## src/rtl/sky130_sram_req_adapter_if.sv

```systemverilog
// rtl/sky130_sram_req_adapter_if.sv - request/response bus between a client and the SRAM adapter
interface sky130_sram_req_adapter_if #(
  parameter int DATA_WIDTH = 64,
  parameter int ADDR_WIDTH = 9,
  parameter int NUM_WMASKS = 8
);
  logic                  req_valid_i;
  logic                  req_ready_o;
  logic                  req_we_i;
  logic [ADDR_WIDTH-1:0] req_addr_i;
  logic [NUM_WMASKS-1:0] req_be_i;
  logic [DATA_WIDTH-1:0] req_wdata_i;
  logic                  rsp_valid_o;
  logic                  rsp_ready_i;
  logic [DATA_WIDTH-1:0] rsp_rdata_o;

  // Adapter side
  modport slave (
    input  req_valid_i, req_we_i, req_addr_i, req_be_i, req_wdata_i, rsp_ready_i,
    output req_ready_o, rsp_valid_o, rsp_rdata_o
  );

  // Client side
  modport master (
    output req_valid_i, req_we_i, req_addr_i, req_be_i, req_wdata_i, rsp_ready_i,
    input  req_ready_o, rsp_valid_o, rsp_rdata_o
  );
endinterface

```

## src/rtl/sky130_sram_req_adapter.sv

```systemverilog
// rtl/sky130_sram_req_adapter.sv - valid/ready request front end for a sky130 single-port SRAM macro
module sky130_sram_req_adapter #(
  parameter int DATA_WIDTH       = 64,
  parameter int ADDR_WIDTH       = 9,
  parameter int MACRO_ADDR_WIDTH = 10,
  parameter int NUM_WMASKS       = 8,
  parameter int RSP_DEPTH        = 3
) (
  input  logic                        clk_i,
  input  logic                        rst_ni,
  sky130_sram_req_adapter_if.slave    bus,
  output logic                        csb0_o,
  output logic                        web0_o,
  output logic [NUM_WMASKS-1:0]       wmask0_o,
  output logic                        spare_wen0_o,
  output logic [MACRO_ADDR_WIDTH-1:0] addr0_o,
  output logic [DATA_WIDTH-1:0]       din0_o,
  input  logic [DATA_WIDTH-1:0]       dout0_i
);
  localparam int CNT_W = $clog2(RSP_DEPTH + 1);
  localparam int PTR_W = (RSP_DEPTH > 1) ? $clog2(RSP_DEPTH) : 1;

  logic [CNT_W-1:0]      credit_cnt;
  logic [CNT_W-1:0]      fifo_cnt;
  logic [PTR_W-1:0]      wr_ptr;
  logic [PTR_W-1:0]      rd_ptr;
  logic [DATA_WIDTH-1:0] fifo_mem [RSP_DEPTH];
  logic                  stage1_q;
  logic                  stage2_q;
  logic                  accept;
  logic                  rd_accept;
  logic                  push;
  logic                  pop;

  // A read holds a credit from acceptance until its response is popped, so
  // the FIFO can never be asked to take more than it holds.
  assign bus.req_ready_o = credit_cnt < CNT_W'(RSP_DEPTH);
  assign accept          = bus.req_valid_i & bus.req_ready_o;
  assign rd_accept       = accept & ~bus.req_we_i;
  assign push            = stage2_q;
  assign pop             = bus.rsp_valid_o & bus.rsp_ready_i;
  assign bus.rsp_valid_o = fifo_cnt != '0;
  assign bus.rsp_rdata_o = fifo_mem[rd_ptr];
  assign spare_wen0_o    = 1'b0;

  function automatic logic [PTR_W-1:0] ptr_next(input logic [PTR_W-1:0] p);
    return (p == PTR_W'(RSP_DEPTH - 1)) ? '0 : p + PTR_W'(1);
  endfunction

  // Outstanding-read credit counter; simultaneous accept and pop cancel out
  always_ff @(posedge clk_i or negedge rst_ni) begin
    if (!rst_ni) begin
      credit_cnt <= '0;
    end else if (rd_accept && !pop) begin
      credit_cnt <= credit_cnt + CNT_W'(1);
    end else if (!rd_accept && pop) begin
      credit_cnt <= credit_cnt - CNT_W'(1);
    end
  end

  // Macro command registers; idle cycles deselect but keep address/data
  always_ff @(posedge clk_i or negedge rst_ni) begin
    if (!rst_ni) begin
      csb0_o   <= 1'b1;
      web0_o   <= 1'b1;
      wmask0_o <= '0;
      addr0_o  <= '0;
      din0_o   <= '0;
    end else if (accept) begin
      csb0_o   <= 1'b0;
      web0_o   <= ~bus.req_we_i;
      wmask0_o <= bus.req_we_i ? bus.req_be_i : '1;
      addr0_o  <= MACRO_ADDR_WIDTH'(bus.req_addr_i);
      din0_o   <= bus.req_wdata_i;
    end else begin
      csb0_o   <= 1'b1;
      web0_o   <= 1'b1;
      wmask0_o <= '0;
    end
  end

  // Read tags follow the macro pipeline: command issue, then data on dout0_i
  always_ff @(posedge clk_i or negedge rst_ni) begin
    if (!rst_ni) begin
      stage1_q <= 1'b0;
      stage2_q <= 1'b0;
    end else begin
      stage1_q <= rd_accept;
      stage2_q <= stage1_q;
    end
  end

  // Response FIFO; push and pop on a full FIFO touch the same slot safely
  // because the head is read out before the edge overwrites it
  always_ff @(posedge clk_i or negedge rst_ni) begin
    if (!rst_ni) begin
      wr_ptr   <= '0;
      rd_ptr   <= '0;
      fifo_cnt <= '0;
      for (int i = 0; i < RSP_DEPTH; i++) begin
        fifo_mem[i] <= '0;
      end
    end else begin
      if (push) begin
        fifo_mem[wr_ptr] <= dout0_i;
        wr_ptr           <= ptr_next(wr_ptr);
      end
      if (pop) begin
        rd_ptr <= ptr_next(rd_ptr);
      end
      if (push && !pop) begin
        fifo_cnt <= fifo_cnt + CNT_W'(1);
      end else if (!push && pop) begin
        fifo_cnt <= fifo_cnt - CNT_W'(1);
      end
    end
  end
endmodule

```

## src/flat_wrapper.sv

```systemverilog
// flat-port wrapper written by rule: the top's interface ports become plain ports
module sky130_sram_req_adapter_flat 
#(
  parameter int DATA_WIDTH       = 64,
  parameter int ADDR_WIDTH       = 9,
  parameter int MACRO_ADDR_WIDTH = 10,
  parameter int NUM_WMASKS       = 8,
  parameter int RSP_DEPTH        = 3
)
  (clk_i, rst_ni, csb0_o, web0_o, wmask0_o, spare_wen0_o, addr0_o, din0_o, dout0_i, bus_req_valid_i, bus_req_we_i, bus_req_addr_i, bus_req_be_i, bus_req_wdata_i, bus_rsp_ready_i, bus_req_ready_o, bus_rsp_valid_o, bus_rsp_rdata_o);
  sky130_sram_req_adapter_if #(.DATA_WIDTH(DATA_WIDTH), .ADDR_WIDTH(ADDR_WIDTH), .NUM_WMASKS(NUM_WMASKS)) bus_i ();
  input  logic clk_i;
  input  logic rst_ni;
  output logic csb0_o;
  output logic web0_o;
  output logic [NUM_WMASKS-1:0] wmask0_o;
  output logic spare_wen0_o;
  output logic [MACRO_ADDR_WIDTH-1:0] addr0_o;
  output logic [DATA_WIDTH-1:0] din0_o;
  input  logic [DATA_WIDTH-1:0] dout0_i;
  input wire logic [$bits(bus_i.req_valid_i)-1:0] bus_req_valid_i;
  input wire logic [$bits(bus_i.req_we_i)-1:0] bus_req_we_i;
  input wire logic [$bits(bus_i.req_addr_i)-1:0] bus_req_addr_i;
  input wire logic [$bits(bus_i.req_be_i)-1:0] bus_req_be_i;
  input wire logic [$bits(bus_i.req_wdata_i)-1:0] bus_req_wdata_i;
  input wire logic [$bits(bus_i.rsp_ready_i)-1:0] bus_rsp_ready_i;
  output wire logic [$bits(bus_i.req_ready_o)-1:0] bus_req_ready_o;
  output wire logic [$bits(bus_i.rsp_valid_o)-1:0] bus_rsp_valid_o;
  output wire logic [$bits(bus_i.rsp_rdata_o)-1:0] bus_rsp_rdata_o;
  assign bus_i.req_valid_i = bus_req_valid_i;
  assign bus_i.req_we_i = bus_req_we_i;
  assign bus_i.req_addr_i = bus_req_addr_i;
  assign bus_i.req_be_i = bus_req_be_i;
  assign bus_i.req_wdata_i = bus_req_wdata_i;
  assign bus_i.rsp_ready_i = bus_rsp_ready_i;
  assign bus_req_ready_o = bus_i.req_ready_o;
  assign bus_rsp_valid_o = bus_i.rsp_valid_o;
  assign bus_rsp_rdata_o = bus_i.rsp_rdata_o;
  sky130_sram_req_adapter #(.DATA_WIDTH(DATA_WIDTH), .ADDR_WIDTH(ADDR_WIDTH), .MACRO_ADDR_WIDTH(MACRO_ADDR_WIDTH), .NUM_WMASKS(NUM_WMASKS), .RSP_DEPTH(RSP_DEPTH)) u_core (.clk_i(clk_i), .rst_ni(rst_ni), .bus(bus_i), .csb0_o(csb0_o), .web0_o(web0_o), .wmask0_o(wmask0_o), .spare_wen0_o(spare_wen0_o), .addr0_o(addr0_o), .din0_o(din0_o), .dout0_i(dout0_i));
endmodule
```

## config.mk

```make
export PLATFORM = sky130hd
export DESIGN_NAME = sky130_sram_req_adapter_flat
export DESIGN_NICKNAME = d
export VERILOG_FILES = /design/src/rtl/sky130_sram_req_adapter_if.sv /design/src/rtl/sky130_sram_req_adapter.sv /design/src/flat_wrapper.sv
export SDC_FILE = /design/constraint.sdc
export NUM_CORES = 1
export LEC_CHECK = 0
export CAP_MARGIN = 0
export CORE_MARGIN = 2
export CORE_UTILIZATION = 60
export CTS_BUF_LIST = sky130_fd_sc_hd__clkbuf_16
export CTS_CLUSTER_SIZE = 24
export DETAILED_ROUTE_END_ITERATION = 10
export DONT_BUFFER_PORTS = 1
export GPL_TIMING_DRIVEN = 0
export PLACE_DENSITY = 0.8
export RECOVER_POWER = 25
export SLEW_MARGIN = 40
export SYNTH_ARGS = -nofsm -noshare
export SYNTH_HDL_FRONTEND = slang
export SYNTH_SLANG_ARGS = --single-unit
```

## constraint.sdc

```tcl
create_clock -name clk_i -period 3.5 [get_ports clk_i]
set_input_delay 0.875 -clock clk_i [delete_from_list [all_inputs] [get_ports clk_i]]
set_output_delay 0.875 -clock clk_i [all_outputs]
set_load 0.03 [all_outputs]
```

# == After elaboration in Yosys (flattened, before gate mapping) ==
# Cells that the tools add are included.
# totals
reg_bits,285
in_bits,150
out_inout_bits,151
elab_cells,59
# op_classes
n_addsub,6
magnitude_cmp,4
eq_ne,2
n_mux,16
bitwise,6
reduce_logical,11
# op_table
cell,n
$bwmux W192,1
$mux W64,3
$bmux W64 S2,1
$demux W64 S2,1
$mux W8,2
$mux W2,6
$add A2 B1 Y2 const B,4
$ge A3 B3 Y1 const B,2
$not A2 Y3,2
$reduce_bool A2 Y1,3
$logic_and A1 B1 Y1,5
$eq A2 B2 Y1 const B,2
$sub A2 B1 Y2 const B,2
$and A1 B1 Y1,3
$logic_not A1 Y1,3
$lt A3 B1 Y1 const B,1
$lt A2 B2 Y1 const B,1
$mux W1,2
$not A1 Y1,1

# == Depth between registers and ports, before layout ==
# Gate-level depths: netlist of run 1.
# depth
word_depth,7
ltp_mapped,10
depth_no_buf,8

# == Least setup slack after synthesis of run 1 ==
# No wires, ideal clock.
# synth_path
path_type,reg-to-output
startpoint,register u_core.rd_ptr[1]
endpoint,output port bus_rsp_rdata_o[0]
arrival_time_ns,1.727
required_ns,2.625
path_slack_ns,0.898
stages_incl_launch_ff,6
path_buffers,3
path_cell_list,dfrtp_1 > clkbuf_1 > buf_2 > buf_2 > mux2i_1 > o21ai_0
# synth_between
elab_chain_cells,4
# synth_rtl
element,line,source
from (decl),sky130_sram_req_adapter.sv:26,logic [PTR_W-1:0] rd_ptr;
from (signal assigned),sky130_sram_req_adapter.sv:109,rd_ptr <= ptr_next(rd_ptr);
$not A2 Y3 (not written as such),sky130_sram_req_adapter.sv:43,assign bus.rsp_rdata_o = fifo_mem[rd_ptr];
$bmux W64 S2,sky130_sram_req_adapter.sv:43,
$mux W64 (not written as such) (2 in series),sky130_sram_req_adapter.sv:43,
to (decl),flat_wrapper.sv:29,output wire logic [$bits(bus_i.rsp_rdata_o)-1:0] bus_rsp_rdata_o;
# No other way between the ends. The select of a mux whose other input is x is not followed.

# == Final worst setup path of run 1 ==
# Ends and elaborated chain as after synthesis.

==> out/results.ini, run 1 <==
[outcome]
status=completed

[clock_network]
htree_num_levels=1
root_buffer=clkbuf_16
clk_latency_ps=520
cts_setup_buffers=0
cts_made_buffers=29
path_clk_slew_ps=60
clock_sinks=285
cts_tree=built
cts_buffer_depth=3

[sta]
relSlewSlack=0.427
layout_min_cycle_time_ps=3330
setup_viol=0
rsz0062_at_grt=no
timing.final.ws_setup_ps=166
skew_ps=10.6
tightestPinTransition_ps=860
hold_viol_final=0
finalSetupTns_ps=0
drv_slew=0
fmax_mhz=300
finalCritPeriodShare=0.953

[worst_setup_path]
path_class=flip-flop to output pin
cpPeakStageDelay_ps=570
worst_ep_arrival_time_ps=2460
reg2regPathDepth=10
cp_max_fo=10
startpoint_type=flip-flop
cp-startpoint=u_core.rd_ptr[1]
crit_path_frequent_cell=buf_2
cp.required_ps=2620
cp_slowest_cell=o21ai_1
crit_chain=clkbuf_1 -> buf_2 -> buf_2 -> mux2i_1 -> o21ai_1
rr_startpoint=u_core.credit_cnt[0]
endpoint_kind=output pin

[grt]
grt_pass1_wl_um=41600
grt_max_degree=286
grt-ovfl-total=0
grt_usage=0.251
antenna_found_initial=2
grt_pass1_vias=7179

[power]
p_per_area_nw_per_um2=1110
vdd_ir_drop_max_mv=0.531
comb_power_share=0.363
clockPowerShare=0.192
leakagePower_nw=6.04
internal_power_mw=8.72
seq_power_share=0.444
switching_share=0.411
finalPower_mw=14.8
p_sw_mw=6.10

[logic_synthesis]
ys_top_cells_by_area=dfrtp_1 58%, mux2_2 19%, mux2_4 7.4%
synth_cells=841
synth_edf_count=0
netlist_top_cells_count=283 x dfrtp_1, 206 x mux2_2, 66 x nand2_1, 66 x o21ai_0, 64 x mux2i_1
ys.flop_type=dfrtp_1
yosysSeqAreaShare=0.586
ys_ff_latch=285
synth_cell_types=28
synth_top_area_frac=0.581
synth_warnings=0
ys_async_sr_fraction=1.00
syn-cell-area_sq_um=12200
synth.most_common_cell=dfrtp_1
avgSynthCellArea_sq_um=14.5
yosysTopAreaCell=dfrtp_1

[die]
die_w_um=146
core-area_sq_um=20100
start_util=0.606
die_h_um=146
row_count=52
io_pins=301
die_area_sq_um=21500

[placed_design]
dp.final_hpwl_um=18400
gp_congestion=0.764
dp_slack_ps=484
port_buffers=0
placed_cell_area_sq_um=12500

[layout]
layout.nets=1025
syn_to_final_growth_pct=10.0
drive_above_1_share=0.395
stdcell_area_sq_um=13400
post-route-util=0.667

[routing]
dr.pass1.iters=4
vias_per_cell=5.77
drc_errors=0
vias=6716
wirelength_um=27100
postRouteAntennaNets=0
wl_per_cell_um=23.3
drtIter0Drc=295

[job]
drv_cap=0

[hold_path]
hold_path.class=input port to asynchronous set/reset pin

## cells by family (layout without fill, tap and decap cells)
| kind of cell | Yosys count | count (layout) | synth area share |
|---|---|---|---|
| flops | 285 | 285 | 0.586 |
| buf+inv | 65 | 116 | 0.0341 |
| compound gates | 76 | 76 | 0.0316 |
| xor+xnor | 6 | 6 | 0.00431 |
| fa+ha+maj | 2 | 2 | 0.00205 |
| other cells | 1 | 3 | 0.000308 |
| simple gates | 76 | 76 | 0.0250 |
| mux | 330 | 330 | 0.317 |
## final cells by class
type | count | area [sq um]
sequential | 285 | 7130
fill | 1424 | 6700
multi-input combinational | 492 | 4640
clock buffer | 29 | 726
buffer | 54 | 377
tap | 270 | 338
clock inverter | 22 | 143
inverter | 11 | 41.3
antenna | 1 | 2.50
## critical path, delay by kind of cell (launching register included)
family                 cells  cell delay [ps]
buffers and inverters      3              890
DFF                        1              330
muxes                      1              130
AOI/OAI and AO/OA          1              570
## repair_timing
item	CTS	global route
endpoints found under the setup margin	15	2
resized for setup	2	2
hold buffers	0	0
## metal layers
| layer | GRT usage | vias to the layer above | share of wire |
|---|---|---|---|
| met5 | 0 | - | 0 |
| met4 | 0.0670 | 0 | 0.021 |
| met3 | 0.0741 | 36 | 0.077 |
| met2 | 0.438 | 229 | 0.51 |
| met1 | 0.307 | 3451 | 0.39 |
| li1 | - | 3000 | - |
## metrics by stage
step | instances | hold WS [ps]
floorplan | 842 | 331
finish | 1164 | 36.6
detailed placement | 1112 | 344
global placement | 1112 | 332
global route | 1164 | 16.6
CTS | 1163 | 24.2
## cells in the final DEF (no fill, tap or decap)
cell	synthesis	routed
a21o_1	2	2
a21oi_1	8	8
and2_1	1	1
buf_1	2	1
buf_12	7	7
buf_2	31	32
buf_4	3	3
buf_6	1	1
bufinv_16	0	2
clkbuf_1	10	9
clkbuf_16	0	29
clkbuf_2	0	1
clkinv_1	1	4
clkinv_2	0	6
conb_1	1	2
dfrtp_1	283	283
dfstp_2	2	2
diode_2	0	1
ha_1	2	2
inv_1	10	21
mux2_2	206	206
mux2_4	60	60
mux2i_1	64	64
nand2_1	66	66
nand3_1	1	1
nor2_1	3	3
nor2b_1	1	1
nor3_1	2	2
o21ai_0	66	2
o21ai_1	0	62
o21ai_2	0	2
or2_2	1	1
or3_4	1	1
xnor2_1	2	2
xor2_1	4	4
## registers in the layout, indices dropped and copies added (netlist names), 2 cells and up
| register | cells |
|---|---|
| u_core.addr0_o | 9 |
| u_core.credit_cnt | 2 |
| u_core.din0_o | 64 |
| u_core.fifo_cnt | 2 |
| u_core.fifo_mem | 192 |
| u_core.rd_ptr | 2 |
| u_core.wmask0_o | 8 |
| u_core.wr_ptr | 2 |
## path summary, 6_finish.rpt
check | slack (ps) | endpoint
setup / recovery | 170 | bus_rsp_rdata_o[0]
hold / removal | 40 | u_core.fifo_mem[79]
setup reg to reg | 1070 | u_core.credit_cnt[1]
hold reg to reg | 360 | u_core.push
max in group asynchronous | 2730 | u_core.fifo_mem[126]
min in group clk_i | 360 | u_core.push
## power groups by stage
stage               registers [mW]  clock network (mW)  logic [mW]
floorplan                     6.29                   0        4.48
global placement              6.56                   0        5.17
detailed placement            6.61                   0        5.42
CTS                           6.59                2.89        5.43
global route                  6.76                3.03        5.72
finish                        6.58                2.85        5.38
No activity file was read; power rests on OpenSTA's default activity.
==> run 2, diff against run 1 <==
--- a/config.mk
+++ b/config.mk
@@ -7,13 +7,14 @@
 export LEC_CHECK = 0
 export CAP_MARGIN = 0
 export CORE_MARGIN = 2
-export CORE_UTILIZATION = 60
+export CORE_UTILIZATION = 65
 export CTS_BUF_LIST = sky130_fd_sc_hd__clkbuf_16
 export CTS_CLUSTER_SIZE = 24
 export DETAILED_ROUTE_END_ITERATION = 10
 export DONT_BUFFER_PORTS = 1
 export GPL_TIMING_DRIVEN = 0
-export PLACE_DENSITY = 0.8
+export MAX_ROUTING_LAYER = met4
+export PLACE_DENSITY = 0.85
 export RECOVER_POWER = 25
 export SLEW_MARGIN = 40
 export SYNTH_ARGS = -nofsm -noshare
==> run 2 against run 1 <==
Global-route usage rose by 4.3 points; largest power group unchanged; routed wire length rose by 3.9%; combinational power rose by 1%; first-iteration DRC count rose by 39%; clock power rose by 13%; sequential power rose by 1%.
==> out/results.ini, run 2 (same netlist as run 1, synthesis figures left out) <==
[worst_setup_path]
crit_path_frequent_cell=buf_2  ; unchanged
cp-startpoint=u_core.rd_ptr[1]  ; unchanged
cp_max_fo=10  ; unchanged
r2r_slack_ps=1060  ; was 1070 ps
path_class=flip-flop to output pin  ; unchanged
endpoint_kind=output pin  ; unchanged
startpoint_type=flip-flop  ; unchanged
cpPeakStageDelay_ps=610  ; was 570 ps
rr_startpoint=u_core.credit_cnt[0]  ; unchanged
worst_ep_arrival_time_ps=2470  ; was 2460 ps
crit_chain=clkbuf_1 -> buf_2 -> buf_2 -> mux2i_1 -> o21ai_1  ; unchanged
cp.required_ps=2620  ; about the same
cp_slowest_cell=o21ai_1  ; unchanged

[clock_network]
clock_sinks=285  ; unchanged
path_clk_slew_ps=60  ; about the same
cts_tree=built  ; unchanged
root_buffer=clkbuf_16  ; unchanged
cts_made_buffers=29  ; unchanged
clk_latency_ps=540  ; was 520 ps
postCtsHoldBufs=0  ; unchanged
htree_num_levels=1  ; unchanged
cts_buffer_depth=3  ; unchanged

[routing]
vias_per_cell=6.16  ; was 5.77
dr.pass1.iters=5  ; was 4
wirelength_um=28200  ; was 27,100 um
vias=6967  ; was 6,716
wl_per_cell_um=24.9  ; was 23.3 um
drc_errors=0  ; unchanged
drtIter0Drc=409  ; was 295
postRouteAntennaNets=0  ; unchanged

[power]
vdd_ir_drop_max_mv=0.726  ; was 0.531 mV
internal_power_mw=9.04  ; was 8.72 mW
comb_power_share=0.355  ; was 0.363
leakagePower_nw=6.07  ; was 6.04 nW
clockPowerShare=0.210  ; was 0.192
switching_share=0.411  ; about the same
p_per_area_nw_per_um2=1140  ; was 1110 nW/um^2
p_sw_mw=6.30  ; was 6.10 mW
seq_power_share=0.434  ; was 0.444

[die]
core-area_sq_um=18500  ; was 20,100 sq um
die_h_um=141  ; was 146 um
die_w_um=141  ; was 146 um
start_util=0.658  ; was 0.606
row_count=50  ; was 52
io_pins=301  ; unchanged
die_area_sq_um=19900  ; was 21,500 sq um

[sta]
skew_ps=6.01  ; was 10.6 ps
relSlewSlack=0.290  ; was 0.427
finalSetupTns_ps=0  ; unchanged
fmax_mhz=299  ; was 300 MHz
hold_viol_final=0  ; unchanged
layout_min_cycle_time_ps=3340  ; was 3330 ps
tightestPinTransition_ps=1070  ; was 860 ps
finalCritPeriodShare=0.955  ; was 0.953
drv_slew=0  ; unchanged
hold_slack_ps=28.0  ; was 36.6 ps
rsz0062_at_grt=no  ; unchanged
setup_viol=0  ; unchanged

[grt]
grt_pass1_wl_um=43700  ; was 41,600 um
grt_usage=0.294  ; was 0.251
grt_max_degree=286  ; unchanged
grt_pass1_vias=7727  ; was 7,179
antenna_found_initial=1  ; was 2
grt-ovfl-total=0  ; unchanged

[placed_design]
gp_congestion=0.838  ; was 0.764
port_buffers=0  ; unchanged
dp.final_hpwl_um=19400  ; was 18,400 um

[layout]
nFillCells=1152  ; was 1,424
largest_reg_flops=192  ; unchanged
syn_to_final_growth_pct=10.8  ; was 10.0%
layout.nets=1025  ; unchanged
drive_above_1_share=0.405  ; was 0.395
reg.largest.list=u_core.fifo_mem: 192 flops, u_core.din0_o: 64 flops, u_core.addr0_o: 9 flops  ; unchanged
top_register=u_core.fifo_mem  ; unchanged
final_common_cell=dfrtp_1  ; unchanged
layout.cells.most_common_list=283 x dfrtp_1, 206 x mux2_2, 66 x nand2_1, 64 x mux2i_1, 63 x o21ai_1  ; was 283 x dfrtp_1, 206 x mux2_2, 66 x nand2_1, 64 x mux2i_1, 62 x o21ai_1

[hold_path]
hold_path.class=input port to asynchronous set/reset pin  ; unchanged

[job]
drv_cap=0  ; unchanged

[outcome]
status=completed  ; unchanged

## run 2: stage by stage
step | util | power (mW) | setup slack [ps] | instance area, sq um | cells
floorplan | - | 10.8 | 898 | 12200 | 842
global placement | 0.674 | 11.7 | 299 | 12500 | 1076
detailed placement | 0.674 | 12.1 | 450 | 12500 | 1076
CTS | 0.728 | 15.4 | 38.2 | 13500 | 1130
global route | 0.729 | 16.0 | 6.58 | 13500 | 1131
finish | 0.729 | 15.3 | 158 | 13500 | 1131
## run 2: timing repair
action	4_1_cts	5_1_grt
endpoints found under the hold margin	0	0
buffers inserted	0	0
gates resized for setup	2	1
setup endpoints to repair	17	1
## run 2: power groups by stage
| stage | sequential, mW | combinational [mW] | clock, mW |
|---|---|---|---|
| 2_1_floorplan | 6.29 | 4.48 | 0 |
| 3_3_place_gp | 6.54 | 5.12 | 0 |
| 3_5_place_dp | 6.66 | 5.44 | 0 |
| 4_1_cts | 6.65 | 5.48 | 3.26 |
| 5_1_grt | 6.83 | 5.78 | 3.40 |
| 6_report | 6.66 | 5.45 | 3.23 |
## run 2: worst paths after layout
check	cells past startpoint	end
min in group clk_i	0	u_core.push
worst max-delay path	5	bus_rsp_rdata_o[0]
worst min-delay path	0	u_core.fifo_mem[82]
worst max register to register	10	u_core.credit_cnt[1]
worst min register to register	0	u_core.push
max in group asynchronous	0	u_core.din0_o[4]
## run 2: per-layer routing
| metal | part of all wire | GRT usage | vias up |
|---|---|---|---|
| li1 | - | - | 2999 |
| met1 | 0.37 | 0.345 | 3588 |
| met2 | 0.51 | 0.489 | 304 |
| met3 | 0.078 | 0.0710 | 76 |
| met4 | 0.043 | 0.124 | 0 |
| met5 | 0 | - | - |
## run 2: layout make-up
| cell class | instances | area (sq um) | area share |
|---|---|---|---|
| inverter | 11 | 41.3 | 0.00306 |
| antenna | 1 | 2.50 | 0.000185 |
| multi-input combinational | 492 | 4640 | 0.344 |
| tap | 234 | 293 | 0.0217 |
| clock buffer | 29 | 726 | 0.0538 |
| sequential | 285 | 7130 | 0.529 |
| clock inverter | 25 | 280 | 0.0208 |
| buffer | 54 | 377 | 0.0279 |
## run 2: worst max-delay path, delay by kind of cell, from the launching register on
kind / cells / cell delay [ps]
buffers and inverters: 3 / 860
multiplexers: 1 / 130
AO/OA/AOI/OAI: 1 / 610
flip-flops: 1 / 320
